File: config.mk
export PLATFORM = sky130hd
export DESIGN_NAME = instr_fetch_unit_flat
export DESIGN_NICKNAME = d
export VERILOG_FILES = /design/src/rtl/isa_pkg.sv /design/src/rtl/instr_fetch_unit_if.sv /design/src/rtl/fetch_skid_buf.sv /design/src/rtl/instr_fetch_unit.sv /design/src/flat_wrapper.sv
export SDC_FILE = /design/constraint.sdc
export NUM_CORES = 1
export LEC_CHECK = 0
export CELL_PAD_IN_SITES_DETAIL_PLACEMENT = 0
export CELL_PAD_IN_SITES_GLOBAL_PLACEMENT = 2
export CORE_UTILIZATION = 34
export DETAILED_ROUTE_END_ITERATION = 8
export DONT_BUFFER_PORTS = 1
export HOLD_SLACK_MARGIN = 0.02
export PLACE_DENSITY_LB_ADDON = 0.1
export SLEW_MARGIN = 25
export SYNTH_ARGS = -nofsm -noshare
export SYNTH_HDL_FRONTEND = slang
export SYNTH_SLANG_ARGS = --single-unit
export TNS_END_PERCENT = 50
File: constraint.sdc
create_clock -name clk -period 5.1 [get_ports clk]
set_clock_uncertainty 0.05 [all_clocks]
set_input_delay 1.02 -clock clk [delete_from_list [all_inputs] [get_ports clk]]
set_output_delay 1.02 -clock clk [all_outputs]
set_load 0.05 [all_outputs]
File: src/rtl/isa_pkg.sv
// rtl/isa_pkg.sv - shared ISA constants, field positions and fetch-path types
// Purpose: opcode values, instruction field positions, bus widths, fetch buffer
//          entry type and the fetch FSM state type used by the fetch slice.
// Ports:   none (package).
package isa_pkg;

  localparam int ADDR_W  = 16;
  localparam int INSTR_W = 32;
  localparam int CNT_W   = 32;

  localparam logic [ADDR_W-1:0] RESET_PC = 16'h0000;

  // Opcodes
  localparam logic [5:0] OPC_ALU   = 6'b000000;
  localparam logic [5:0] OPC_BEQ   = 6'b000100;
  localparam logic [5:0] OPC_ADDI  = 6'b001000;
  localparam logic [5:0] JUMP_OPC  = 6'b010100;
  localparam logic [5:0] OPC_LOAD  = 6'b100011;
  localparam logic [5:0] OPC_STORE = 6'b101011;

  // Instruction field positions
  localparam int OPC_MSB = 31;
  localparam int OPC_LSB = 26;
  localparam int RD_MSB  = 25;
  localparam int RD_LSB  = 21;
  localparam int RS_MSB  = 20;
  localparam int RS_LSB  = 16;
  localparam int RT_MSB  = 15;
  localparam int RT_LSB  = 11;
  localparam int IMM_MSB = 15;
  localparam int IMM_LSB = 0;

  typedef struct packed {
    logic [INSTR_W-1:0] instr;
    logic [ADDR_W-1:0]  pc;
  } fetch_entry_t;

  typedef enum logic {
    ST_RUN  = 1'b0,
    ST_HALT = 1'b1
  } fetch_state_t;

  function automatic logic [5:0] get_opcode(input logic [INSTR_W-1:0] instr);
    return instr[OPC_MSB:OPC_LSB];
  endfunction

  function automatic logic [15:0] get_imm(input logic [INSTR_W-1:0] instr);
    return instr[IMM_MSB:IMM_LSB];
  endfunction

endpackage

File: src/rtl/instr_fetch_unit_if.sv
// rtl/instr_fetch_unit_if.sv - memory, redirect and decode-side signals of the fetch unit
// Purpose: bundles every non-clock signal of instr_fetch_unit.
// Ports:   master = fetch unit (drives imem_addr, out_*, halted, fetch_count);
//          slave  = surrounding pipeline/memory (drives imem_instr, redirect_*, out_ready).
interface instr_fetch_unit_if;
  import isa_pkg::*;

  logic [ADDR_W-1:0]  imem_addr;
  logic [INSTR_W-1:0] imem_instr;
  logic               redirect_valid;
  logic [ADDR_W-1:0]  redirect_target;
  logic               out_valid;
  logic               out_ready;
  logic [INSTR_W-1:0] out_instr;
  logic [ADDR_W-1:0]  out_pc;
  logic               halted;
  logic [CNT_W-1:0]   fetch_count;

  modport master (
    output imem_addr, out_valid, out_instr, out_pc, halted, fetch_count,
    input  imem_instr, redirect_valid, redirect_target, out_ready
  );

  modport slave (
    input  imem_addr, out_valid, out_instr, out_pc, halted, fetch_count,
    output imem_instr, redirect_valid, redirect_target, out_ready
  );
endinterface

File: src/rtl/fetch_skid_buf.sv
// rtl/fetch_skid_buf.sv - 2-entry FIFO of {instr, pc} between fetch and decode
// Purpose: holds fetched instructions so fetch can run 1/cycle under backpressure.
// Ports:   clk, rst (async high); i_push/i_data enqueue; i_pop dequeue head;
//          i_flush empties (wins over push/pop); o_head head entry; o_count 0..2.
module fetch_skid_buf
  import isa_pkg::*;
(
  input  logic         clk,
  input  logic         rst,
  input  logic         i_push,
  input  logic         i_pop,
  input  logic         i_flush,
  input  fetch_entry_t i_data,
  output fetch_entry_t o_head,
  output logic [1:0]   o_count
);

  fetch_entry_t r_data [2];
  logic [1:0]   r_count;
  logic         w_pop;

  // Popping an empty buffer is ignored.
  assign w_pop   = i_pop && (r_count != 2'd0);
  assign o_head  = r_data[0];
  assign o_count = r_count;

  always_ff @(posedge clk or posedge rst) begin
    if (rst) begin
      r_data[0] <= '0;
      r_data[1] <= '0;
      r_count   <= 2'd0;
    end else if (i_flush) begin
      r_count <= 2'd0;
    end else begin
      case ({i_push, w_pop})
        2'b11: begin
          // Count unchanged; new entry lands behind whatever remains.
          if (r_count == 2'd2) begin
            r_data[0] <= r_data[1];
            r_data[1] <= i_data;
          end else begin
            r_data[0] <= i_data;
          end
        end
        2'b10: begin
          if (r_count == 2'd0) r_data[0] <= i_data;
          else                 r_data[1] <= i_data;
          r_count <= r_count + 2'd1;
        end
        2'b01: begin
          r_data[0] <= r_data[1];
          r_count   <= r_count - 2'd1;
        end
        default: ;
      endcase
    end
  end

endmodule

File: src/rtl/instr_fetch_unit.sv
// rtl/instr_fetch_unit.sv - PC, redirect, self-jump halt and fetch counter feeding decode
// Purpose: drives the combinational instruction memory from the PC and queues
//          {instr, pc} into a 2-entry skid buffer presented over valid/ready.
// Ports:   clk, rst (async high); bus (master modport): imem_addr/imem_instr,
//          redirect_valid/redirect_target, out_valid/out_ready/out_instr/out_pc,
//          halted, fetch_count.
module instr_fetch_unit
  import isa_pkg::*;
#(
  parameter logic [ADDR_W-1:0] P_RESET_PC = RESET_PC,
  parameter logic [5:0]        P_JUMP_OPC = JUMP_OPC
) (
  input logic                 clk,
  input logic                 rst,
  instr_fetch_unit_if.master  bus
);

  logic [ADDR_W-1:0] r_pc;
  logic [CNT_W-1:0]  r_fetch_count;
  fetch_state_t      r_state;
  fetch_state_t      w_state_nxt;

  logic              w_pop;
  logic              w_fetch_en;
  logic              w_self_jump;
  logic [1:0]        w_count;
  fetch_entry_t      w_head;
  fetch_entry_t      w_push_data;

  assign w_pop = bus.out_valid && bus.out_ready;

  // A pop frees a slot in the same cycle, so a full buffer still fetches.
  assign w_fetch_en = (r_state == ST_RUN) && !bus.redirect_valid &&
                      ((w_count != 2'd2) || w_pop);

  assign w_self_jump = (get_opcode(bus.imem_instr) == P_JUMP_OPC) &&
                       (get_imm(bus.imem_instr) == r_pc);

  assign w_push_data = '{instr: bus.imem_instr, pc: r_pc};

  fetch_skid_buf u_buf (
    .clk     (clk),
    .rst     (rst),
    .i_push  (w_fetch_en),
    .i_pop   (w_pop),
    .i_flush (bus.redirect_valid),
    .i_data  (w_push_data),
    .o_head  (w_head),
    .o_count (w_count)
  );

  always_ff @(posedge clk or posedge rst) begin
    if (rst) r_state <= ST_RUN;
    else     r_state <= w_state_nxt;
  end

  // Redirect has priority: it clears halt and suppresses the self-jump check.
  always_comb begin
    w_state_nxt = r_state;
    if (bus.redirect_valid)               w_state_nxt = ST_RUN;
    else if (w_fetch_en && w_self_jump)   w_state_nxt = ST_HALT;
  end

  always_ff @(posedge clk or posedge rst) begin
    if (rst) begin
      r_pc          <= P_RESET_PC;
      r_fetch_count <= '0;
    end else if (bus.redirect_valid) begin
      r_pc <= bus.redirect_target;
    end else if (w_fetch_en) begin
      r_pc          <= r_pc + 1'b1;
      r_fetch_count <= r_fetch_count + 1'b1;
    end
  end

  assign bus.imem_addr   = r_pc;
  assign bus.out_valid   = (w_count != 2'd0);
  assign bus.out_instr   = w_head.instr;
  assign bus.out_pc      = w_head.pc;
  assign bus.halted      = (r_state == ST_HALT);
  assign bus.fetch_count = r_fetch_count;

endmodule

File: src/flat_wrapper.sv
// flat-port wrapper written by rule: the top's interface ports become plain ports
module instr_fetch_unit_flat import isa_pkg::*;
#(
  parameter logic [ADDR_W-1:0] P_RESET_PC = RESET_PC,
  parameter logic [5:0]        P_JUMP_OPC = JUMP_OPC
)
  (clk, rst, bus_imem_addr, bus_out_valid, bus_out_instr, bus_out_pc, bus_halted, bus_fetch_count, bus_imem_instr, bus_redirect_valid, bus_redirect_target, bus_out_ready);
  instr_fetch_unit_if bus_i ();
  input logic clk;
  input logic rst;
  output wire logic [$bits(bus_i.imem_addr)-1:0] bus_imem_addr;
  output wire logic [$bits(bus_i.out_valid)-1:0] bus_out_valid;
  output wire logic [$bits(bus_i.out_instr)-1:0] bus_out_instr;
  output wire logic [$bits(bus_i.out_pc)-1:0] bus_out_pc;
  output wire logic [$bits(bus_i.halted)-1:0] bus_halted;
  output wire logic [$bits(bus_i.fetch_count)-1:0] bus_fetch_count;
  input wire logic [$bits(bus_i.imem_instr)-1:0] bus_imem_instr;
  input wire logic [$bits(bus_i.redirect_valid)-1:0] bus_redirect_valid;
  input wire logic [$bits(bus_i.redirect_target)-1:0] bus_redirect_target;
  input wire logic [$bits(bus_i.out_ready)-1:0] bus_out_ready;
  assign bus_imem_addr = bus_i.imem_addr;
  assign bus_out_valid = bus_i.out_valid;
  assign bus_out_instr = bus_i.out_instr;
  assign bus_out_pc = bus_i.out_pc;
  assign bus_halted = bus_i.halted;
  assign bus_fetch_count = bus_i.fetch_count;
  assign bus_i.imem_instr = bus_imem_instr;
  assign bus_i.redirect_valid = bus_redirect_valid;
  assign bus_i.redirect_target = bus_redirect_target;
  assign bus_i.out_ready = bus_out_ready;
  instr_fetch_unit #(.P_RESET_PC(P_RESET_PC), .P_JUMP_OPC(P_JUMP_OPC)) u_core (.clk(clk), .rst(rst), .bus(bus_i));
endmodule
==> results of run 1 <==
==> worst max-delay path by stage <==
| stage | end |
|---|---|
| 2_1_floorplan | u_core.bus.fetch_count[0] |
| 3_3_place_gp | u_core.u_buf.o_head[18] |
| 3_5_place_dp | u_core.u_buf.r_data[6] |
| 4_1_cts | u_core.u_buf.r_data[6] |
| 5_1_grt | u_core.u_buf.r_data[6] |
| 6_report | u_core.u_buf.r_data[6] |
==> cells by family after synthesis <==
| logic type | synth area share |
|---|---|
| and+or+nand+nor | 0.243 |
| DFF | 0.492 |
| AOI/OAI and AO/OA | 0.0971 |
| buffers and inverters | 0.0819 |
| xor gates and xnor gates | 0.0726 |
| adders and majority gates | 0.00836 |
| muxes | 0.00568 |
==> cell usage in the layout, fill, tap and decap left out, types with 2 or more instances in the layout <==
master      instances
nand2_1           271
a221oi_1           27
and3_1              6
mux2_2              2
nand3_1            10
xor2_1             39
nor3_1              2
mux2i_1             2
a221oi_2            3
dfrtp_1           147
clkbuf_16          17
inv_6               2
o21ai_1             5
xnor2_1            23
clkinvlp_4          3
nor3_2              5
clkbuf_1            2
o21ai_0            47
nor4_1              4
nor2b_1             3
nor2_1             72
nand4_1            11
o211ai_1            2
clkbuf_8            2
inv_1               5
a22oi_1            18
bufinv_16           2
nand4_2             2
buf_4              12
and4_1             11
and2_1              2
ha_1                5
==> state kept, by name, summed over array words and instances (netlist names) <==
register,count
u_core.u_buf.o_head,48
u_core.bus.halted,1
u_core.bus.fetch_count,32
u_core.u_buf.r_data,48
u_core.bus.imem_addr,16
u_core.u_buf.o_count,2
==> synthesized netlist by cell type, types with 3 or more instances <==
master	n	share of area
clkbuf_1	28	0.014
inv_1	6	0.0030
nor2_1	72	0.036
buf_1	4	0.0020
xor2_1	39	0.046
nor2b_1	4	0.0033
and3_1	6	0.0050
a221oi_2	3	0.0060
a22oi_1	18	0.018
xnor2_1	23	0.027
ha_1	5	0.0084
o21ai_1	6	0.0040
nand4_1	11	0.0092
and4_1	11	0.013
o21ai_0	47	0.031
nor4_1	4	0.0033
nor3_2	5	0.0067
a221oi_1	27	0.032
nand3_1	10	0.0067
buf_4	49	0.049
buf_2	16	0.011
dfrtp_1	147	0.49
nand2_1	271	0.14
==> through the flow <==
stage          power [mW]  hold WS (ns)  setup WS (ns)   util
6_report             5.27         0.427           2.01  0.371
5_1_grt              5.63         0.453           1.76  0.371
4_1_cts              5.35         0.428           1.95  0.371
3_5_place_dp         4.10         0.414           1.72  0.345
3_3_place_gp         4.06         0.408           1.76  0.345
2_1_floorplan        3.97         0.397         0.0787      -
==> power by group through the flow <==
| stage | clock [mW] | combinational [mW] | sequential (mW) |
|---|---|---|---|
| final | 1.23 | 1.31 | 2.73 |
| after global routing | 1.32 | 1.52 | 2.80 |
| after CTS | 1.26 | 1.34 | 2.74 |
| after detailed placement | 0 | 1.34 | 2.77 |
| after global placement | 0 | 1.31 | 2.75 |
| after floorplan | 0 | 2.03 | 1.94 |
==> final cells by class <==
class	instances	share of cell area
clock buffers	21	0.0582
repair buffers	12	0.0114
clock inverters	8	0.0133
flip-flops and latches	147	0.465
well taps	275	0.0435
inverters	6	0.00348
multi-input cells	590	0.405
==> layer usage <==
metal,up-vias,share of wire
li1,2608,-
met4,0,0.017
met5,-,0
met2,147,0.45
met3,27,0.067
met1,2682,0.46
==> worst register-to-register path, cell delays in order (launching register included) <==
cell and delay, ns:
dfrtp_1 0.68, nor3_2 0.56, ha_1 0.24, buf_4 0.28, o211a_2 0.57, buf_4 0.42
nand2_1 0.12, nand2_1 0.10
==> flow_metrics.env, run 1 <==
export IMPL_relSlewSlack=0.367
export IMPL_p_comb_frac=0.248
export IMPL_p_per_area_nw_per_um2=666
export IMPL_hp_class="flop to flop"
export IMPL_dp_hpwl_um=13500
export IMPL_grt_use_met1=0.257
export IMPL_clock_path_buffers=2
export IMPL_drive_gt1_frac=0.0778
export IMPL_drc=0
export IMPL_ys_ff_latch=147
export IMPL_grt_busiest_layer="met2"
export IMPL_regArea_um2=3680
export IMPL_worst_pin_slew_ns=0.950
export IMPL_nFillCells=2128
export IMPL_final_instance_count_excl_fill=1059
export IMPL_area_growth_pct=5.65
export IMPL_dpl_cell_count=1030
export IMPL_critPathKind="flop to flop"
export IMPL_fmax_mhz=323
export IMPL_leakage_nw=3.67
export IMPL_die_area_um2=22600
export IMPL_numCtsBuffers=17
export IMPL_grt_usage=0.190
export IMPL_status="finished clean"
export IMPL_r2r_cells=7
export IMPL_antenna_found_initial=0
export IMPL_grt_pass1_wl_um=32300
export IMPL_drt_pass1_iter_count=5
export IMPL_finalSetupViolCount=0
export IMPL_gr_usage_met3=0.0545
export IMPL_cp_num_cells=7
export IMPL_ys_seq_area_frac=0.492
export IMPL_hold_viol_final=0
export IMPL_hold_buffers=0
export IMPL_cap_viol_max_count=0
export IMPL_async_flop_share=1.00
export IMPL_num_vias=5464
export IMPL_cp_num_buf_inv=2
export IMPL_drtIter0Drc=323
export IMPL_yosysUniqueCellTypes=45
export IMPL_clkTransAtPathRegs_ns=0.06
export IMPL_critPathCaptureType="flop"
export IMPL_min_to="u_core.u_buf.r_data[5]"
export IMPL_htreeDepth=4
export IMPL_synth_ff_type="dfrtp_1"
export IMPL_initial_core_util=0.352
export IMPL_detail_route_vias_per_cell=5.16
export IMPL_crit_path_start="u_core.bus.halted"
export IMPL_layout_nets=831
export IMPL_grt_ovfl_total=0
export IMPL_slowest_delay_ns=0.68
export IMPL_avgSynthCellArea_um2=8.89
export IMPL_fin_crit_sh=0.607
export IMPL_post_cts_resized=0
export IMPL_cts_root_buf="clkbuf_16"
export IMPL_multiInputGateArea_um2=3200
export IMPL_crit_required_ns=5.40
export IMPL_clkSinkCount=147
export IMPL_reg2reg_to="u_core.u_buf.r_data[6]"
export IMPL_cp_top_family="simple AND/OR/NAND/NOR gates"
export IMPL_routed_wl_um=20400
export IMPL_ant_nets=0
export IMPL_path_cells="nor3_2 > ha_1 > buf_4 > o211a_2 > buf_4 > nand2_1 > nand2_1"
export IMPL_global_route_usage_met2=0.290
export IMPL_rsz0062_at_grt="no"
export IMPL_grt_start_max_net_pins=71
export IMPL_synth_edf_count=0
export IMPL_arrival_ns=3.39
export IMPL_antenna_cells=0
export IMPL_chipHeight_um=150
export IMPL_post_drt_wl_per_cell_um=19.3
export IMPL_ir_worst_vdd_mv=0.231
export IMPL_io_pins=150
export IMPL_cp_slowest_cell="dfrtp_1"
export IMPL_chipWidth_um=150
export IMPL_rows=53
export IMPL_grt_pass1_vias=5367
export IMPL_internal_power_mw=2.75
export IMPL_fin_area_um2=7910
export IMPL_syn_area_um2=7480
export IMPL_start_kind="flop"
export IMPL_p_sw_frac=0.478
export IMPL_clock_latency_ns=0.42
export IMPL_p_clk_frac=0.233
export IMPL_synthCells=842
export IMPL_tns_ns=0
export IMPL_fin_crit_ns=3.09
export IMPL_port_buffers=0
export IMPL_min_path_cells=2
export IMPL_post_cts_buffers=0
export IMPL_p_seq_frac=0.519
export IMPL_cts_tree="built"
export IMPL_finalMaxSlewViolations=0
export IMPL_yosysWarnings=0
export IMPL_synthesis_nets=899
export IMPL_r2r_start="u_core.bus.halted"
export IMPL_cp_max_fo=27
export IMPL_core_area_um2=21300
export IMPL_hold_start="u_core.u_buf.r_data[5]"
export IMPL_placed_area_um2=7340
export IMPL_rrSetupSlack_ns=2.01
export IMPL_gp_congestion=0.794
export IMPL_p_sw_mw=2.52
Note: power is estimated with default switching activity, not from simulation.
==> run 2, diff against run 1 <==
CORE_UTILIZATION = 38   (was 34)
clock period = 2.9 ns   (was 5.1 ns; I/O delays follow)
==> run 2 against run 1 <==
Against the previous run:
- register-to-register slack lost 1.6 ns
- largest power group unchanged
- worst setup slack lost 1.6 ns
- hold slack lost 0.21 ns
- first-iteration DRC count shrank 3.4%
- non-clock buffer count grew 38
- sequential power grew 65%
- utilization grew 6.2 points
- routed wire length shrank 0.81%
- final cell count grew 2.5%
- combinational power grew 110%
- cell area grew 4.3%
- global-route usage grew 1.9 points
==> flow_metrics.env, run 2 (same netlist as run 1, synthesis figures left out) <==
export IMPL_htreeDepth=4
export IMPL_cts_root_buf="clkbuf_16"
export IMPL_fin_util=0.434
export IMPL_cts_tree="built"
export IMPL_nFillCells=1912
export IMPL_final_cell_mix="nand2_1, dfrtp_1, nor2_1"
export IMPL_dp_hpwl_um=13500
export IMPL_worst_pin_slew_ns=0.750
export IMPL_crit_required_ns=3.19
export IMPL_drtIter0Drc=312
export IMPL_clock_latency_ns=0.41
export IMPL_start_kind="flop"
export IMPL_detail_route_vias_per_cell=5.10
export IMPL_final_common_cell="nand2_1"
export IMPL_ant_nets=0
export IMPL_fmax_mhz=400
export IMPL_grt_busiest_layer="met2"
export IMPL_port_buffers=0
export IMPL_chipWidth_um=142
export IMPL_multiInputGateArea_um2=3200
export IMPL_clkSinkCount=147
export IMPL_p_total_mw=9.50
export IMPL_p_sw_frac=0.476
export IMPL_cap_viol_max_count=0
export IMPL_gr_usage_met3=0.0720
export IMPL_post_cts_buffers=0
export IMPL_grt_pass1_wl_um=32100
export IMPL_finalMaxSlewViolations=0
export IMPL_die_area_um2=20300
export IMPL_p_per_area_nw_per_um2=1150
export IMPL_antenna_found_initial=0
export IMPL_rsz0062_at_grt="no"
export IMPL_chipHeight_um=142
export IMPL_hp_class="primary input to flop"
export IMPL_critPathKind="flop to flop"
export IMPL_grt_start_max_net_pins=43
export IMPL_hold_viol_final=0
export IMPL_drc=0
export IMPL_gp_congestion=0.772
export IMPL_post_cts_resized=0
export IMPL_ir_worst_vdd_mv=0.523
export IMPL_area_growth_pct=10.2
export IMPL_fin_crit_ns=2.50
export IMPL_grt_usage=0.210
export IMPL_drt_pass1_iter_count=4
export IMPL_p_seq_frac=0.475
export IMPL_leakage_nw=3.88
export IMPL_grt_use_met1=0.273
export IMPL_antenna_cells=0
export IMPL_relSlewSlack=0.500
export IMPL_drive_gt1_frac=0.125
export IMPL_regArea_um2=3680
export IMPL_clkTransAtPathRegs_ns=0.07
export IMPL_fin_crit_sh=0.861
export IMPL_p_sw_mw=4.52
export IMPL_io_pins=150
export IMPL_dpl_worst_slack_ns=0.339
export IMPL_p_comb_frac=0.288
export IMPL_clock_path_buffers=2
export IMPL_fin_ws_ns=0.402
export IMPL_rows=50
export IMPL_initial_core_util=0.393
export IMPL_grt_ovfl_total=0
export IMPL_arrival_ns=2.79
export IMPL_num_vias=5531
export IMPL_dpl_cell_count=1051
export IMPL_p_clk_frac=0.237
export IMPL_cp_max_fo=37
export IMPL_finalSetupViolCount=0
export IMPL_global_route_usage_met2=0.331
export IMPL_internal_power_mw=4.98
export IMPL_routed_wl_um=20300
export IMPL_core_area_um2=19000
export IMPL_numCtsBuffers=17
export IMPL_critPathCaptureType="flop"
export IMPL_layout_nets=869
export IMPL_grt_pass1_vias=5573
export IMPL_final_instance_count_excl_fill=1085
export IMPL_status="finished clean"
export IMPL_tns_ns=0
export IMPL_post_drt_wl_per_cell_um=18.7
## run 2: cell count changes in the layout (fill, tap and decap cells not counted)
cell | before | now
dlygate4sd3_1 | 0 | 1
buf_12 | 0 | 3
inv_6 | 2 | 4
buf_4 | 12 | 46
clkinv_2 | 1 | 0
clkinvlp_4 | 3 | 7
clkbuf_1 | 2 | 0
## run 2: stage by stage
step / cell area [µm²] / hold slack (ns)
after global placement: 7620 / 0.409
after detailed placement: 7620 / 0.414
final: 8250 / 0.214
after CTS: 8220 / 0.170
after floorplan: 7490 / 0.397
after global routing: 8250 / 0.183
## run 2: cell type report
| type | instances | area share |
|---|---|---|
| clock buffers | 19 | 0.0549 |
| clock inverters | 13 | 0.0181 |
| inverters | 6 | 0.00319 |
| multi-input cells | 590 | 0.388 |
| flip-flops and latches | 147 | 0.446 |
| well taps | 260 | 0.0394 |
| repair buffers | 50 | 0.0504 |
## run 2: power by group through the flow
stage	sequential (mW)	clock [mW]	combinational (mW)
floorplan	3.41	0	3.58
global route	4.62	2.39	3.13
global placement	4.54	0	2.71
CTS	4.52	2.30	2.78
detailed placement	4.56	0	2.77
finish	4.51	2.25	2.74
## run 2: final timing paths
path	start	to	slack [ns]	cells past startpoint
min in group asynchronous	rst	u_core.bus.fetch_count[10]	0.57	2
worst max register to register	u_core.u_buf.o_count[0]	u_core.u_buf.o_head[14]	0.40	9
worst min-delay path	bus_imem_instr[24]	u_core.u_buf.r_data[40]	0.21	2
worst min register to register	u_core.u_buf.r_data[39]	u_core.u_buf.r_data[39]	0.42	2
max in group asynchronous	rst	u_core.bus.fetch_count[4]	1.45	4
worst max-delay path	u_core.u_buf.o_count[0]	u_core.u_buf.o_head[14]	0.40	9
## run 2: per-layer routing
layer	vias up	share of wire
met4	0	0.010
li1	2686	-
met1	2678	0.45
met2	153	0.46
met3	14	0.076
met5	-	0
## run 2: worst max-delay path, stage by stage (launching register included)
cell and delay, ns:
dfrtp_1 0.49, o21ai_1 0.25, inv_1 0.09, ha_1 0.35, buf_4 0.35, nand2_1 0.12, o21ai_2 0.07, buf_4 0.38
a221oi_1 0.14, nor2_1 0.13
## run 2: what timing repair did
item	4_1_cts	5_1_grt
hold buffers	0	1
hold endpoints to repair	0	11
setup endpoints to repair	0	0
==> run 3, diff against run 2 <==
PLACE_DENSITY = 0.87   (was unset)
PLACE_DENSITY_LB_ADDON = unset   (was 0.1)
==> run 3 against run 2 <==
Against the previous run:
- total power rose by 1.6%
- non-clock buffer count decreased by 9
- worst setup slack got worse by 0.037 ns
- sequential share of layout area grew 0.25 points
- sequential cell count is the same
- routed wire length shrank 3.5%
- sequential power is 0.9% higher
- combinational power down 3%
- die area did not move
- maximum frequency is 1.5% lower
- via count grew 0.34%
- critical endpoint is now u_core.u_buf.o_head[29]
- largest cell class unchanged
==> flow_metrics.env, run 3 (same netlist as run 1, synthesis figures left out) <==
export IMPL_die_area_um2=20300
export IMPL_leakage_nw=3.86
export IMPL_drtIter0Drc=312
export IMPL_path_cells="o21ai_1 > inv_1 > ha_1 > mux2_2 > a221oi_1 > nor2_1"
export IMPL_initial_core_util=0.393
export IMPL_crit_path_start="u_core.u_buf.o_count[0]"
export IMPL_final_common_cell="nand2_1"
export IMPL_drt_pass1_iter_count=5
export IMPL_p_per_area_nw_per_um2=1180
export IMPL_chipHeight_um=142
export IMPL_fin_crit_ns=2.54
export IMPL_cp_top_family="compound AO/OA/AOI/OAI gates"
export IMPL_crit_required_ns=3.15
export IMPL_detail_route_vias_per_cell=5.16
export IMPL_numCtsBuffers=17
export IMPL_relSlewSlack=0.386
export IMPL_drc=0
export IMPL_arrival_ns=2.79
export IMPL_clock_path_buffers=2
export IMPL_cts_root_buf="clkbuf_16"
export IMPL_dp_hpwl_um=12600
export IMPL_rsz0062_at_grt="no"
export IMPL_final_cell_mix="nand2_1, dfrtp_1, nor2_1"
export IMPL_cap_viol_max_count=0
export IMPL_placed_area_um2=7550
export IMPL_post_cts_resized=0
export IMPL_finalMaxSlewViolations=0
export IMPL_hp_class="primary input to asynchronous set/reset pin"
export IMPL_cp_num_buf_inv=1
export IMPL_cp_slowest_cell="mux2_2"
export IMPL_fin_area_um2=8200
export IMPL_port_buffers=0
export IMPL_finalSetupViolCount=0
export IMPL_drive_gt1_frac=0.114
export IMPL_clkTransAtPathRegs_ns=0.06
export IMPL_post_cts_buffers=0
export IMPL_grt_usage=0.205
export IMPL_routed_wl_um=19600
export IMPL_cp_max_fo=30
export IMPL_clkSinkCount=147
export IMPL_r2r_start="u_core.u_buf.o_count[0]"
export IMPL_chipWidth_um=142
export IMPL_hold_buffers=0
export IMPL_grt_pass1_vias=5379
export IMPL_start_kind="flop"
export IMPL_grt_ovfl_total=0
export IMPL_grt_start_max_net_pins=148
export IMPL_core_area_um2=19000
export IMPL_ir_worst_vdd_mv=0.555
export IMPL_hold_viol_final=0
export IMPL_slowest_delay_ns=0.65
export IMPL_critPathKind="flop to flop"
export IMPL_area_growth_pct=9.60
export IMPL_gp_congestion=0.797
export IMPL_r2r_cells=6
export IMPL_nFillCells=1924
export IMPL_clock_latency_ns=0.42
export IMPL_ant_nets=0
export IMPL_num_vias=5550
export IMPL_worst_pin_slew_ns=0.920
export IMPL_reg2reg_to="u_core.u_buf.o_head[29]"
export IMPL_htreeDepth=4
export IMPL_hold_ws_ns=0.140
export IMPL_tns_ns=0
export IMPL_rrSetupSlack_ns=0.36
export IMPL_grt_pass1_wl_um=31500
export IMPL_antenna_cells=0
export IMPL_rows=50
export IMPL_status="finished clean"
export IMPL_layout_nets=860
export IMPL_fin_crit_sh=0.874
export IMPL_io_pins=150
export IMPL_fmax_mhz=394
export IMPL_cts_tree="built"
export IMPL_critPathCaptureType="flop"
export IMPL_post_drt_wl_per_cell_um=18.2
export IMPL_p_total_mw=9.65
export IMPL_antenna_found_initial=0
==> run 3: worst register-to-register path, delay by kind of cell (launching register included) <==
family	cells	cell delay (ns)
AO/OA/AOI/OAI	2	0.69
multiplexers	1	0.65
flip-flops	1	0.48
adder cells (fa/ha/maj)	1	0.38
buffers and inverters	1	0.10
AND/OR/NAND/NOR	1	0.07
==> run 3: worst max-delay path by stage <==
stage	to	slack (ns)	depth (start not counted)
final	u_core.u_buf.o_head[29]	0.36	6
after global routing	u_core.u_buf.o_head[0]	0.18	6
after CTS	u_core.u_buf.o_head[0]	0.39	6
after detailed placement	u_core.u_buf.o_head[0]	0.38	6
after global placement	u_core.u_buf.o_head[0]	0.39	6
after floorplan	u_core.bus.fetch_count[0]	0.42	1
==> run 3: power by group <==
group	total, mW	internal [mW]	leakage (nW)	switching [mW]
clock network	2.43	1.55	0.307	0.879
logic	2.67	0.894	1.72	1.77
registers	4.55	2.75	1.84	1.81
total	9.65	5.19	3.86	4.46
==> run 3: area by class of cell <==
cell class	count	area (µm²)	share of cell area
Timing Repair Buffer	41	320	0.0391
Clock inverter	12	204	0.0249
Multi-Input combinational cell	590	3200	0.390
Sequential cell	147	3680	0.449
Inverter	6	26.3	0.00320
Clock buffer	20	447	0.0545
Tap cell	260	325	0.0397
==> run 3: metal layers <==
metal	up-vias	track usage	wire length, µm
met2	163	0.303	8710
li1	2675	-	-
met4	0	0.0707	337
met1	2689	0.269	8630
met5	-	0	0
met3	23	0.0814	1880
==> run 3: through the flow <==
step	util	std cells	setup WS, ns
2_1_floorplan	-	842	0.423
3_3_place_gp	0.397	1044	0.388
3_5_place_dp	0.397	1044	0.378
4_1_cts	0.431	1076	0.385
5_1_grt	0.431	1076	0.179
6_report	0.431	1076	0.365
